[src/rtl/i2c_byte_writer.sv]
// i2c_byte_writer: writes each byte received over a valid/ready handshake to a
// fixed 7-bit I2C slave as one transaction: START, ADDR+W, ACK, DATA, ACK, STOP.
// SCL/SDA are open-drain: an *_oe output of 1 pulls the line low, 0 releases it.
//
// Handshake: in_ready is high only while idle. A byte moves on the rising clk
// edge where in_valid and in_ready are both high, and in_data is ignored at all
// other times. The producer may hold in_valid high. The next byte is then taken
// on the first idle cycle after the previous STOP.
//
// Optional build macro: I2C_NACK_RETRY_EN. When it is defined, a NACKed
// transaction is repeated once in full before nack_err is reported.
module i2c_byte_writer #(
    parameter int         CLK_FREQ   = 50000000,
    parameter int         I2C_FREQ   = 100000,
    parameter logic [6:0] SLAVE_ADDR = 7'h50,
    parameter int         QTR        = CLK_FREQ / (4 * I2C_FREQ)
) (
    input  logic       clk,
    input  logic       rst_n,
    input  logic [7:0] in_data,
    input  logic       in_valid,
    output logic       in_ready,
    output logic       scl_oe,
    output logic       sda_oe,
    input  logic       sda_i,
    output logic       busy,
    output logic       done,
    output logic       nack_err
);

    // Quarter-period counter width. QTR must be at least 2.
    localparam int         QW       = $clog2(QTR);
    localparam logic [QW-1:0] QTR_MAX = QW'(QTR - 1);
    localparam logic [7:0] ADDR_BYTE = {SLAVE_ADDR, 1'b0};

    typedef enum logic [2:0] {
        S_IDLE     = 3'd0,
        S_START    = 3'd1,
        S_ADDR     = 3'd2,
        S_ADDR_ACK = 3'd3,
        S_DATA     = 3'd4,
        S_DATA_ACK = 3'd5,
        S_STOP     = 3'd6
    } state_t;

    state_t          state_q, state_d;
    logic [QW-1:0]   qcnt_q, qcnt_d;
    logic [1:0]      phase_q, phase_d;
    logic [2:0]      bit_q, bit_d;
    logic [7:0]      data_q, data_d;
    logic            nack_q, nack_d;
    logic            scl_oe_q, scl_oe_d;
    logic            sda_oe_q, sda_oe_d;
    logic            in_ready_q, in_ready_d;
    logic            busy_q, busy_d;
    logic            done_q, done_d;
    logic            nack_err_q, nack_err_d;
    logic            sda_s1_q, sda_s2_q;
`ifdef I2C_NACK_RETRY_EN
    logic            retry_q, retry_d;
`endif

    logic tick;
    logic last_q;
    logic accept;

    // One quarter of the SCL period has elapsed. Phases advance on this tick.
    assign tick   = (qcnt_q == QTR_MAX);
    // This is the final tick of a 4-quarter slot (the end of a bit, START or STOP).
    assign last_q = tick && (phase_q == 2'd3);
    assign accept = in_valid && in_ready_q;

    assign in_ready = in_ready_q;
    assign scl_oe   = scl_oe_q;
    assign sda_oe   = sda_oe_q;
    assign busy     = busy_q;
    assign done     = done_q;
    assign nack_err = nack_err_q;

    // Two-flop synchroniser on the SDA input. The released bus idles high.
    always_ff @(posedge clk or negedge rst_n) begin
        if (!rst_n) begin
            sda_s1_q <= 1'b1;
            sda_s2_q <= 1'b1;
        end else begin
            sda_s1_q <= sda_i;
            sda_s2_q <= sda_s1_q;
        end
    end

    // Next-state logic for the transaction FSM, quarter timing and bit counter.
    always_comb begin
        state_d    = state_q;
        qcnt_d     = qcnt_q;
        phase_d    = phase_q;
        bit_d      = bit_q;
        data_d     = data_q;
        nack_d     = nack_q;
        done_d     = 1'b0;
        nack_err_d = 1'b0;
`ifdef I2C_NACK_RETRY_EN
        retry_d    = retry_q;
`endif

        // The quarter timer runs only while a transaction is active.
        if (state_q != S_IDLE) begin
            qcnt_d = tick ? '0 : qcnt_q + 1'b1;
            if (tick) begin
                phase_d = phase_q + 2'd1;
            end
        end

        case (state_q)
            S_IDLE: begin
                qcnt_d  = '0;
                phase_d = 2'd0;
                if (accept) begin
                    data_d  = in_data;
                    nack_d  = 1'b0;
                    state_d = S_START;
                end
            end
            S_START: begin
                if (last_q) begin
                    state_d = S_ADDR;
                    bit_d   = 3'd7;
                end
            end
            S_ADDR: begin
                if (last_q) begin
                    if (bit_q == 3'd0) begin
                        state_d = S_ADDR_ACK;
                    end else begin
                        bit_d = bit_q - 3'd1;
                    end
                end
            end
            S_ADDR_ACK: begin
                // A released (high) SDA at the sample point means NACK.
                if (last_q) begin
                    if (!sda_s2_q) begin
                        state_d = S_DATA;
                        bit_d   = 3'd7;
                    end else begin
                        state_d = S_STOP;
                        nack_d  = 1'b1;
                    end
                end
            end
            S_DATA: begin
                if (last_q) begin
                    if (bit_q == 3'd0) begin
                        state_d = S_DATA_ACK;
                    end else begin
                        bit_d = bit_q - 3'd1;
                    end
                end
            end
            S_DATA_ACK: begin
                if (last_q) begin
                    state_d = S_STOP;
                    if (sda_s2_q) begin
                        nack_d = 1'b1;
                    end
                end
            end
            S_STOP: begin
                if (last_q) begin
`ifdef I2C_NACK_RETRY_EN
                    // One full retry of the same byte follows a first NACK.
                    if (nack_q && !retry_q) begin
                        state_d = S_START;
                        retry_d = 1'b1;
                        nack_d  = 1'b0;
                    end else begin
                        state_d    = S_IDLE;
                        retry_d    = 1'b0;
                        done_d     = !nack_q;
                        nack_err_d = nack_q;
                    end
`else
                    state_d    = S_IDLE;
                    done_d     = !nack_q;
                    nack_err_d = nack_q;
`endif
                end
            end
            default: begin
                state_d = S_IDLE;
            end
        endcase
    end

    // Decode the line drivers and the status outputs from the next state.
    // Registering them keeps the open-drain enables free of glitches.
    always_comb begin
        scl_oe_d   = 1'b0;
        sda_oe_d   = 1'b0;
        in_ready_d = (state_d == S_IDLE);
        busy_d     = (state_d != S_IDLE);

        case (state_d)
            S_START: begin
                // SDA falls while SCL is high. SCL is then pulled low for the first bit.
                scl_oe_d = (phase_d == 2'd3);
                sda_oe_d = (phase_d != 2'd0);
            end
            S_ADDR: begin
                scl_oe_d = !phase_d[1];
                sda_oe_d = !ADDR_BYTE[bit_d];
            end
            S_DATA: begin
                scl_oe_d = !phase_d[1];
                sda_oe_d = !data_d[bit_d];
            end
            S_ADDR_ACK, S_DATA_ACK: begin
                scl_oe_d = !phase_d[1];
                sda_oe_d = 1'b0;
            end
            S_STOP: begin
                // SDA rises while SCL is high.
                scl_oe_d = (phase_d == 2'd0);
                sda_oe_d = (phase_d != 2'd3);
            end
            default: begin
                scl_oe_d = 1'b0;
                sda_oe_d = 1'b0;
            end
        endcase
    end

    // State register. Reset releases both lines and clears every output.
    always_ff @(posedge clk or negedge rst_n) begin
        if (!rst_n) begin
            state_q    <= S_IDLE;
            qcnt_q     <= '0;
            phase_q    <= 2'd0;
            bit_q      <= 3'd0;
            data_q     <= 8'd0;
            nack_q     <= 1'b0;
            scl_oe_q   <= 1'b0;
            sda_oe_q   <= 1'b0;
            in_ready_q <= 1'b0;
            busy_q     <= 1'b0;
            done_q     <= 1'b0;
            nack_err_q <= 1'b0;
`ifdef I2C_NACK_RETRY_EN
            retry_q    <= 1'b0;
`endif
        end else begin
            state_q    <= state_d;
            qcnt_q     <= qcnt_d;
            phase_q    <= phase_d;
            bit_q      <= bit_d;
            data_q     <= data_d;
            nack_q     <= nack_d;
            scl_oe_q   <= scl_oe_d;
            sda_oe_q   <= sda_oe_d;
            in_ready_q <= in_ready_d;
            busy_q     <= busy_d;
            done_q     <= done_d;
            nack_err_q <= nack_err_d;
`ifdef I2C_NACK_RETRY_EN
            retry_q    <= retry_d;
`endif
        end
    end

endmodule
[config.mk]
export PLATFORM = sky130hd
export DESIGN_NAME = i2c_byte_writer
export DESIGN_NICKNAME = d
export VERILOG_FILES = /design/src/rtl/i2c_byte_writer.sv
export SDC_FILE = /design/constraint.sdc
export NUM_CORES = 1
export LEC_CHECK = 0
export ABC_CLOCK_PERIOD_IN_PS = 2500
export BUFFER_PORTS_ARGS = -buffer_cell sky130_fd_sc_hd__buf_4
export CAP_MARGIN = 5
export CORE_MARGIN = 5
export CORE_UTILIZATION = 54
export DETAILED_ROUTE_END_ITERATION = 8
export PLACE_DENSITY = 0.82
export REMOVE_ABC_BUFFERS = 1
export SLEW_MARGIN = 25
export SYNTH_ARGS = -nofsm -noshare
export SYNTH_HDL_FRONTEND = slang
export SYNTH_SLANG_ARGS = --single-unit
[constraint.sdc]
create_clock -name clk -period 2.5 [get_ports clk]
set_input_delay 0.125 -clock clk [delete_from_list [all_inputs] [get_ports clk]]
set_output_delay 0.125 -clock clk [all_outputs]
set_load 0.05 [all_outputs]
# Word-level counts from Yosys, hierarchy flattened
# Memories as Yosys holds them, arrays and structs flattened.
# Index checks and enable logic that the tools add are counted.
# Widths: inputs -> output; s select.
[op_classes] add_sub_neg=3 magnitude_cmp=1 eq_ne=19 mux=38 reduce_logical=19
[op_table] op="$mux 3" count=14
[op_table] op="$mux 7" count=3
[op_table] op="$pmux 3 s7" count=1
[op_table] op="$eq 3x3->1 const B" count=6
[op_table] op="$mux 8" count=2
[op_table] op="$eq 3x2->1 const B" count=4
[op_table] op="$logic_not 3->1" count=3
[op_table] op="$mux 1" count=9
[op_table] op="$pmux 3 s3" count=1
[op_table] op="$mux 2" count=4
[op_table] op="$add 7x1->7 const B" count=1
[op_table] op="$eq 7x7->1 const B" count=1
[op_table] op="$eq 3x1->1 const B" count=2
[op_table] op="$reduce_bool 2->1" count=3
[op_table] op="$reduce_bool 3->1" count=2
[op_table] op="$eq 2x2->1 const B" count=2
[op_table] op="$logic_not 1->1" count=4
[op_table] op="$lt 3x4->1 const B" count=1
[op_table] op="$ne 2x1->1 const B" count=2
[op_table] op="$ne 2x2->1 const B" count=2
[op_table] op="$pmux 1 s4" count=1
[op_table] op="$reduce_and 4->1" count=1
[op_table] op="$reduce_or 2->1" count=2
[op_table] op="$reduce_or 4->1" count=1
[op_table] op="other kinds (7)" count=8
[word_totals] reg_bits=32 rom_bits=8 input_bits=12 out_inout_bits=6 word_cells=95 n_memories=1
[memory_table] name="(no name shown)" words=8 word_bits=1 read_ports=1 rd_clocked_by_memory_dff=0 wr=0 line="210" source="sda_oe_d = !ADDR_BYTE[bit_d];"

# Longest topological paths before layout
# Gate-level depths: netlist (run 1).
[logic_depth] depth_word=8 depth_mapped=9 depth_no_buf=9

# Least setup slack after synthesis (run 1)
# Ideal clock, no wire load.
[synth_timing] kind="reg-to-reg" startpoint="reg qcnt_q[0]" endpoint="reg sda_oe_q, in the netlist sda_oe" setup_time_ns=0.124 arrival_time_ns=2.179 required_ns=2.376 path_slack_ns=0.197 path_stages_with_launch=10 n_path_buf=0 synth_period_minus_slack_ns=2.303 path_cell_list="dfrtp_1 -> inv_1 -> ha_1 -> and3_1 -> nand2_2 -> o31a_1 -> a211oi_1 -> nor2_1 -> mux4_2 -> a211o_1"
[synth_via] elab_chain_len=8 elab_cells_between_ends=29
[synth_rtl] item="from (decl)" line="47" source="logic [QW-1:0] qcnt_q, qcnt_d;"
[synth_rtl] item="from (signal assigned)" line="252" source="qcnt_q <= qcnt_d;"
[synth_rtl] item="$eq 7x7->1 *" line="68" source="assign tick = (qcnt_q == QTR_MAX);"
[synth_rtl] item="$logic_and 1x1->1" line="70" source="assign last_q = tick && (phase_q == 2'd3);"
[synth_rtl] item="$mux 3, on equally long branches" line="130, 124, 140"
[synth_rtl] item="$pmux 3 s3" line="113" source="case (state_q)"
[synth_rtl] item="$mem_v2 8x1 / $bmux 1 s3 (equally long branches)"
[synth_rtl] item="$mux 1, on equally long branches" line="210, 214"
[synth_rtl] item="$logic_not 1->1, on equally long branches" line="210, 214"
[synth_rtl] item="$pmux 1 s4 *" line="202" source="case (state_d)"
[synth_rtl] item="via sda_oe_d" line="53" source="logic sda_oe_q, sda_oe_d;"
[synth_rtl] item="to (signal assigned)" line="258" source="sda_oe_q <= sda_oe_d;"
[synth_rtl] item="to (decl)" line="53"
# The timed path passes the listed nets; every way through them passes the cells marked *. The select of a mux whose other input is x is not followed.
# A chain may end at the register's enable or synchronous reset.

# Worst setup path in the final report (run 1)
[layout_timing] startpoint="reg state_q[2]" endpoint="reg sda_oe_q, in the netlist sda_oe"
[layout_via] elab_chain_len=7 elab_cells_between_ends=36
[layout_rtl] item="from (decl)" line="46" source="state_t state_q, state_d;"
[layout_rtl] item="from (signal assigned)" line="251" source="state_q <= state_d;"
[layout_rtl] item="$eq 3x3->1 / $eq 3x2->1 (equally long branches)" line="113"
[layout_rtl] item="$reduce_or 2->1 (no source line)"
[layout_rtl] item="$pmux 3 s3" line="113"
[layout_rtl] item="$mem_v2 8x1 / $bmux 1 s3 (equally long branches)"
[layout_rtl] item="$mux 1, on equally long branches" line="210, 214"
[layout_rtl] item="$logic_not 1->1, on equally long branches" line="210, 214"
[layout_rtl] item="$pmux 1 s4 *" line="202"
[layout_rtl] item="via sda_oe_d" line="53"
# Marks and branches as above.

==> results.tsv, run 1 <==
metric	value	unit
status	finished clean	
number of synthesized register bits	32	
share of cells above drive strength 1	29.2	%
Flop pwr share	52.4	%
post-synthesis compound-gate area fraction	15.8	%
switching power	193	uW
synth top area cells	dfrtp_1 (44%), nand2_1 (6.7%), nor2_1 (4.0%)	
DRT iter0 DRCs	103	
global-route wire length before repair	6700	um
Max-cap violations	0	
Logic pwr share	3.0	%
dpl cells	238	
FILL cells	230	
Non-Filler Instances	263	
Layout Skew	0.0199	ns
clock share of power	44.6	%
number of synthesized flops with an enable pin	0	
TritonCTS buffer count	5	
Core Box Area	3030	um^2
dpl hpwl	2770	um
CP Buf/Inv Count	1	
# diodes	0	
power consumption	995	uW
Synth Flop Type	dfrtp_1	
area delta synth->final	28.7	%
top cell type's share of synthesized area	44.4	%
synth cell count leaders	dfrtp_1 (30), nand2_1 (30), nor2_1 (18), inv_1 (9), a21oi_1 (8)	
synth unique cells	48	
asr flop ratio synth	100	%
period utilisation layout	97.8	%
Die Area	4350	um^2
total clock sinks	32	
critical path required time	2.74	ns
Int Power	802	uW
drt wl/cell	15.6	um
via total after detailed routing	1511	
adder-cell share of the synthesized area	3.70	%
final hold violation count	0	
drt total wl	4110	um
vias in the first global route	1502	
Multi-input gate area	858	um^2
worst hold path class	input port to flip-flop	
critical path data arrival time	2.69	ns
maximum fanout along the worst path	6	
DIE WIDTH	65.9	um
Slew @ Worst Pin	0.489	ns
Antenna Nets Post-Route	0	
CP Cell Sequence	buf_6 > xor2_4 > o21ai_2 > o31a_1 > a211oi_2 > nor2_1 > mux4_2 > a211o_1	
Clock transition at path regs	0.11	ns
IO buf count	17	
switching share of power	19.4	%
initial antenna violation count	0	
Skew-Pair Late Insertion Delay	0.34	ns
Post-route DRC	0	
worst vdd ir	0.000310	V
setup_tns	0	ns
final core utilization	71.8	%
Synth Warn #	0	
fin nets	235	
Vias/cell	5.75	
GPL Wtd Cong	0.868	
register area	803	um^2
Worst path slowest cell	mux4_2	
Leak Pwr	1.06	nW
post-layout min period	2.44	ns
maximum clock rate	409	MHz
Post-Synth Simple-Gate Area	22.7	%
Setup CP Type	flip-flop to flip-flop	
Root Buffer Master	clkbuf_4	
# setup viols final	0	
largest net degree at the start of global routing	33	
die extent in y	65.9	um
Yosys top cell by area	dfrtp_1	
grt ovf	0	
H-tree depth	2	
delay of the slowest critical-path stage	0.46	ns
family with the most delay on the worst path	compound AO/OA/AOI/OAI gates	
Pins Over Slew Limit	0	
Critical Path Start Type	flip-flop	
max_slew headroom	67.2	%
Crit. End Element	flip-flop	
GRT Overall Usage	20.1	%
Synth Area per Inst	9.65	um^2
Initial DRT Pass Iterations	4	
Max Root-Sink Buffers	2	
Initial Util	55.8	%
CTS tree	done	
Mapped Cells	175	
power density cells	458	nW/um^2
io pins	18	
post-synthesis sequential area ratio	47.6	%
mux share of post-synthesis cell area	1.33	%
Post-Synth XOR/XNOR Area	4.74	%
FP Rows	20	
combinational family with the most area after synthesis	simple AND/OR/NAND/NOR gates	
synthesized cell area	1690	um^2
==> metrics by stage <==
stage	hold slack (ns)	instance area [um^2]	worst slack [ns]
finish	0.0118	2170	0.0555
global route	0.0192	2170	-0.00240
CTS	0.00895	2040	0.0273
detailed placement	0.0855	1890	0.0147
global placement	0.0737	1890	0.149
floorplan	-0.171	1650	0.175
==> final cells by class <==
type                    instances  area share (%)
clock buffers                   7            2.99
multi-input cells             129            39.5
clock inverters                 1            1.38
inverters                       9            1.55
flip-flops and latches         32            37.0
repair buffers                 41            15.1
well taps                      44            2.53
==> placed cells by master (no fill, tap or decap), drive strengths merged, types with 2 or more instances in the layout <==
| cell | synthesis | layout |
|---|---|---|
| nand2 | 31 | 31 |
| xor2 | 5 | 5 |
| or3 | 2 | 2 |
| a21o | 2 | 2 |
| and3 | 4 | 4 |
| nor2 | 18 | 18 |
| nor3 | 4 | 4 |
| nand4 | 2 | 2 |
| buf | 4 | 36 |
| a211oi | 4 | 4 |
| o31ai | 3 | 3 |
| nand3b | 2 | 2 |
| o21ai | 8 | 8 |
| a21oi | 8 | 8 |
| dfstp | 2 | 2 |
| inv | 9 | 9 |
| nor4 | 3 | 3 |
| nand3 | 6 | 6 |
| dfrtp | 30 | 30 |
| clkbuf | 1 | 7 |
| a22oi | 4 | 4 |
| xnor2 | 2 | 2 |
| dlygate4sd3 | 0 | 5 |
| ha | 5 | 5 |
==> flip-flops by register name, summed over array words and instances (netlist names) <==
register	count
state_q	3
nack_q	1
qcnt_q	7
scl_oe	1
sda_s2_q	1
done	1
data_q	8
bit_q	3
nack_err	1
sda_s1_q	1
sda_oe	1
in_ready	1
busy	1
phase_q	2
==> worst paths after layout <==
path                                       from  slack (ns)  cells after the start                   to
setup reg to reg           state_q[2]$_DFF_PN0_        0.06                      8     sda_oe$_DFF_PN0_
max in group asynchronous                 rst_n        1.91                      2   sda_s1_q$_DFF_PN1_
hold / removal                       in_data[0]        0.01                      3  data_q[0]$_DFF_PN0_
setup / recovery           state_q[2]$_DFF_PN0_        0.06                      8     sda_oe$_DFF_PN0_
hold reg to reg              sda_s1_q$_DFF_PN1_        0.36                      0   sda_s2_q$_DFF_PN1_
min in group asynchronous                 rst_n        0.25                      2  data_q[6]$_DFF_PN0_
==> tightest hold or removal path, cell delays in order <==
cell and delay (ns):
buf_4 0.08, nand2_1 0.05, nand2_1 0.06
==> layer usage <==
| layer | global-route usage, % | wire length [um] |
|---|---|---|
| met1 | 22.5 | 1630 |
| met2 | 37.4 | 2210 |
| met3 | 4.76 | 195 |
| met4 | 6.09 | 77 |
| met5 | 0 | 0 |
==> timing repair <==
item	in CTS	in global routing
gates resized for setup	1	10
setup buffers	0	12
hold endpoints to repair	34	0
cloned	0	0
pin swaps	0	6
hold buffers	5	0
endpoints found under the setup margin	1	1
==> logic make-up (layout without fill, tap and decap cells) <==
family	count (synthesis)	in the layout
and+or+nand+nor	77	77
AOI/OAI and AO/OA	39	39
DFF	32	32
buffers and inverters	14	58
xor gates and xnor gates	7	7
adders and majority gates	5	5
muxes	1	1
==> power groups by stage <==
stage          clock [mW]  combinational (mW)  sequential (mW)
2_1_floorplan           0            0.000442            0.531
3_3_place_gp            0              0.0229            0.531
3_5_place_dp            0              0.0237            0.531
4_1_cts             0.447              0.0300            0.521
5_1_grt             0.474              0.0339            0.522
6_report            0.444              0.0296            0.522
Power figures use the tool's default switching activity.
==> run 2, diff against run 1 <==
--- a/config.mk
+++ b/config.mk
@@ -5,7 +5,7 @@
 export SDC_FILE = /design/constraint.sdc
 export NUM_CORES = 1
 export LEC_CHECK = 0
-export ABC_CLOCK_PERIOD_IN_PS = 2500
+export ABC_CLOCK_PERIOD_IN_PS = 2400
 export BUFFER_PORTS_ARGS = -buffer_cell sky130_fd_sc_hd__buf_4
 export CAP_MARGIN = 5
 export CORE_MARGIN = 5
==> constraint.sdc (replaced) <==
create_clock -name clk -period 2.4 [get_ports clk]
set_input_delay 0.12 -clock clk [delete_from_list [all_inputs] [get_ports clk]]
set_output_delay 0.12 -clock clk [all_outputs]
set_load 0.05 [all_outputs]
==> run 2 against run 1 <==
Against the previous run:
- the run now ends with setup timing left
- worst hold slack improved by 0.0073 ns
- register-to-register slack got worse by 0.06 ns
- via count rose by 1.9%
- die area did not move
- non-clock buffer count rose by 1
- flip-flop and latch count did not move
- sequential power rose by 4.0%
- worst setup slack got worse by 0.059 ns
- power fell by 10%
- core utilization rose by 0.91 points
- cell count rose by 0.38%
- clock power fell by 28%
==> results.tsv, run 2 (synthesized netlist as in run 1, its figures left out) <==
metric	value	unit	change
FP Rows	20		unchanged
Leak Pwr	1.05	nW	-1.0%
fin nets	236		+0.43%
Worst Hold Path Cells	3		unchanged
# diodes	0		unchanged
most frequent cells in the layout	buf_4 (36), nand2_1 (30), dfrtp_1 (28), nor2_1 (17), inv_1 (9)		
maximum clock rate	416	MHz	+1.7%
hold_ws	0.0191	ns	+0.00728 ns
Crit. End Element	flip-flop		
die extent in y	65.9	um	unchanged
design area	2200	um^2	+1.3%
critical path required time	2.63	ns	-0.11 ns
Max Root-Sink Buffers	2		unchanged
Setup CP Type	flip-flop to flip-flop		
via total after detailed routing	1540		+1.9%
Core Box Area	3030	um^2	unchanged
worst vdd ir	0.000265	V	-14%
grt ovf	0		unchanged
flip-flop count of the largest register after layout	8		unchanged
Final WS setup	-0.00353	ns	-0.0590 ns
# setup viols final	1		+1
dpl hpwl	2860	um	+3.4%
Post-route DRC	0		unchanged
Worst path slowest cell	mux4_2		
reg2reg setup slack	-0.004	ns	-0.06 ns
GPL Wtd Cong	0.908		+4.6%
status	finished, violations left		
Max-cap violations	0		unchanged
delay of the slowest critical-path stage	0.48	ns	+0.02 ns
RR Endpoint	sda_oe$_DFF_PN0_		
post-layout min period	2.40	ns	-0.0410 ns
initial antenna violation count	0		unchanged
largest net degree at the start of global routing	33		unchanged
period utilisation layout	100	%	+2.4 points
total clock sinks	32		unchanged
drt total wl	4160	um	+1.3%
power density cells	406	nW/um^2	-11%
DIE WIDTH	65.9	um	unchanged
Root Buffer Master	clkbuf_4		
area delta synth->final	30.3	%	
final hold violation count	0		unchanged
DRT iter0 DRCs	89		-14%
share of cells above drive strength 1	33.6	%	+4.4 points
hold endpoint	data_q[3]$_DFF_PN0_		
CTS tree	done		
Layout Skew	0.0153	ns	-0.00465 ns
global-route wire length before repair	6790	um	+1.3%
placed instance area	1950	um^2	+3.0%
CP Buf/Inv Count	1		unchanged
FILL cells	226		-1.7%
Clock transition at path regs	0.09	ns	-0.02 ns
commonest non-fill, non-tap cell in the layout	buf_4		
Vias/cell	5.83		+1.5%
drt wl/cell	15.8	um	+0.93%
Initial DRT Pass Iterations	4		unchanged
Skew-Pair Late Insertion Delay	0.34	ns	about the same
family with the most delay on the worst path	compound AO/OA/AOI/OAI gates		
CP Cell Sequence	inv_1 > ha_2 > and3_4 > nand2_2 > o31a_1 > a211oi_2 > nor2_1 > mux4_2 > a211o_1		
Pins Over Slew Limit	0		unchanged
hold wc startpoint	in_data[3]		
Antenna Nets Post-Route	0		unchanged
worst hold path class	input port to flip-flop		
Critical Path Start Type	flip-flop		
R2R cell count	9		+1
top flop regs	data_q (8), qcnt_q (7)		
RR Startpoint	qcnt_q[1]$_DFF_PN0_		
failing checks	setup timing		
IO buf count	17		unchanged
io pins	18		unchanged
max_slew headroom	64.9	%	-2.3 points
H-tree depth	2		unchanged
Initial Util	55.8	%	unchanged
Slew @ Worst Pin	0.524	ns	+0.0343 ns
power consumption	894	uW	-10%
GRT Overall Usage	20.9	%	+0.77 points
critical path data arrival time	2.63	ns	-0.06 ns
vias in the first global route	1502		unchanged
Die Area	4350	um^2	unchanged
largest reg by FF count	data_q		
TritonCTS buffer count	5		unchanged
maximum fanout along the worst path	4		-2
==> run 2: cell types whose count changed in the layout (fill, tap and decap cells not counted), moves of 2 or more <==
cell	before	now
clkbuf_1	0	2
a22oi_2	0	3
and3_2	1	3
buf_6	2	0
dfrtp_1	30	28
a22oi_1	4	1
and3_1	2	0
dfrtp_2	0	2
buf_4	34	36
a211oi_1	2	0
a211oi_2	2	4
==> run 2: how the worst max path moves through the flow <==
stage                               from  cells past startpoint                to
CTS                 state_q[2]$_DFF_PN0_                      7  sda_oe$_DFF_PN0_
finish               qcnt_q[1]$_DFF_PN0_                      9  sda_oe$_DFF_PN0_
global route         qcnt_q[1]$_DFF_PN0_                      9  sda_oe$_DFF_PN0_
global placement     qcnt_q[1]$_DFF_PN0_                      9  sda_oe$_DFF_PN0_
floorplan           state_q[1]$_DFF_PN0_                      7  sda_oe$_DFF_PN0_
detailed placement   qcnt_q[1]$_DFF_PN0_                      9  sda_oe$_DFF_PN0_
==> run 2: timing repair <==
| action | CTS | global route |
|---|---|---|
| hold buffers | 5 | 0 |
| endpoints found under the hold margin | 34 | 0 |
| setup endpoints to repair | 1 | 3 |
| setup buffers | 0 | 7 |
| pin swaps | 0 | 6 |
| resized for setup | 1 | 22 |
==> run 2: layout make-up <==
type / count / area, um^2 / share of cell area, %
Timing Repair Buffer: 42 / 340 / 15.5
Sequential cell: 32 / 806 / 36.6
Tap cell: 44 / 55.1 / 2.50
Multi-Input combinational cell: 129 / 907 / 41.2
Inverter: 9 / 33.8 / 1.53
Clock buffer: 8 / 58.8 / 2.67
==> run 2: worst register-to-register path, cell delays in order, from the launching register on <==
cell and delay [ns]:
dfrtp_1 0.42, inv_1 0.08, ha_2 0.20, and3_4 0.19, nand2_2 0.07, o31a_1 0.32, a211oi_2 0.19, nor2_1 0.09
mux4_2 0.48, a211o_1 0.27
==> run 2: per-stage QoR <==
step           setup TNS (ns)  instances  utilization, %  worst slack (ns)
2_1_floorplan               0        170               -            0.0750
3_3_place_gp                0        244            64.3            0.0921
3_5_place_dp                0        244            64.3          0.000626
4_1_cts                     0        257            68.0           0.00584
5_1_grt               -0.0816        264            72.7           -0.0816
6_report             -0.00353        264            72.7          -0.00353
==> run 2: routing by layer <==
metal / track usage (%) / vias up / routed length (um)
met2: 36.7 / 73 / 2190
met1: 24.5 / 741 / 1630
met4: 10.2 / 0 / 106
li1: - / 712 / -
met5: 0 / - / 0
met3: 3.74 / 14 / 240
==> run 2: where the power goes <==
part	total (mW)	switching (mW)	internal, mW
combinational	0.0306	0.0138	0.0167
clock	0.320	0.176	0.144
sequential	0.543	0.00158	0.542
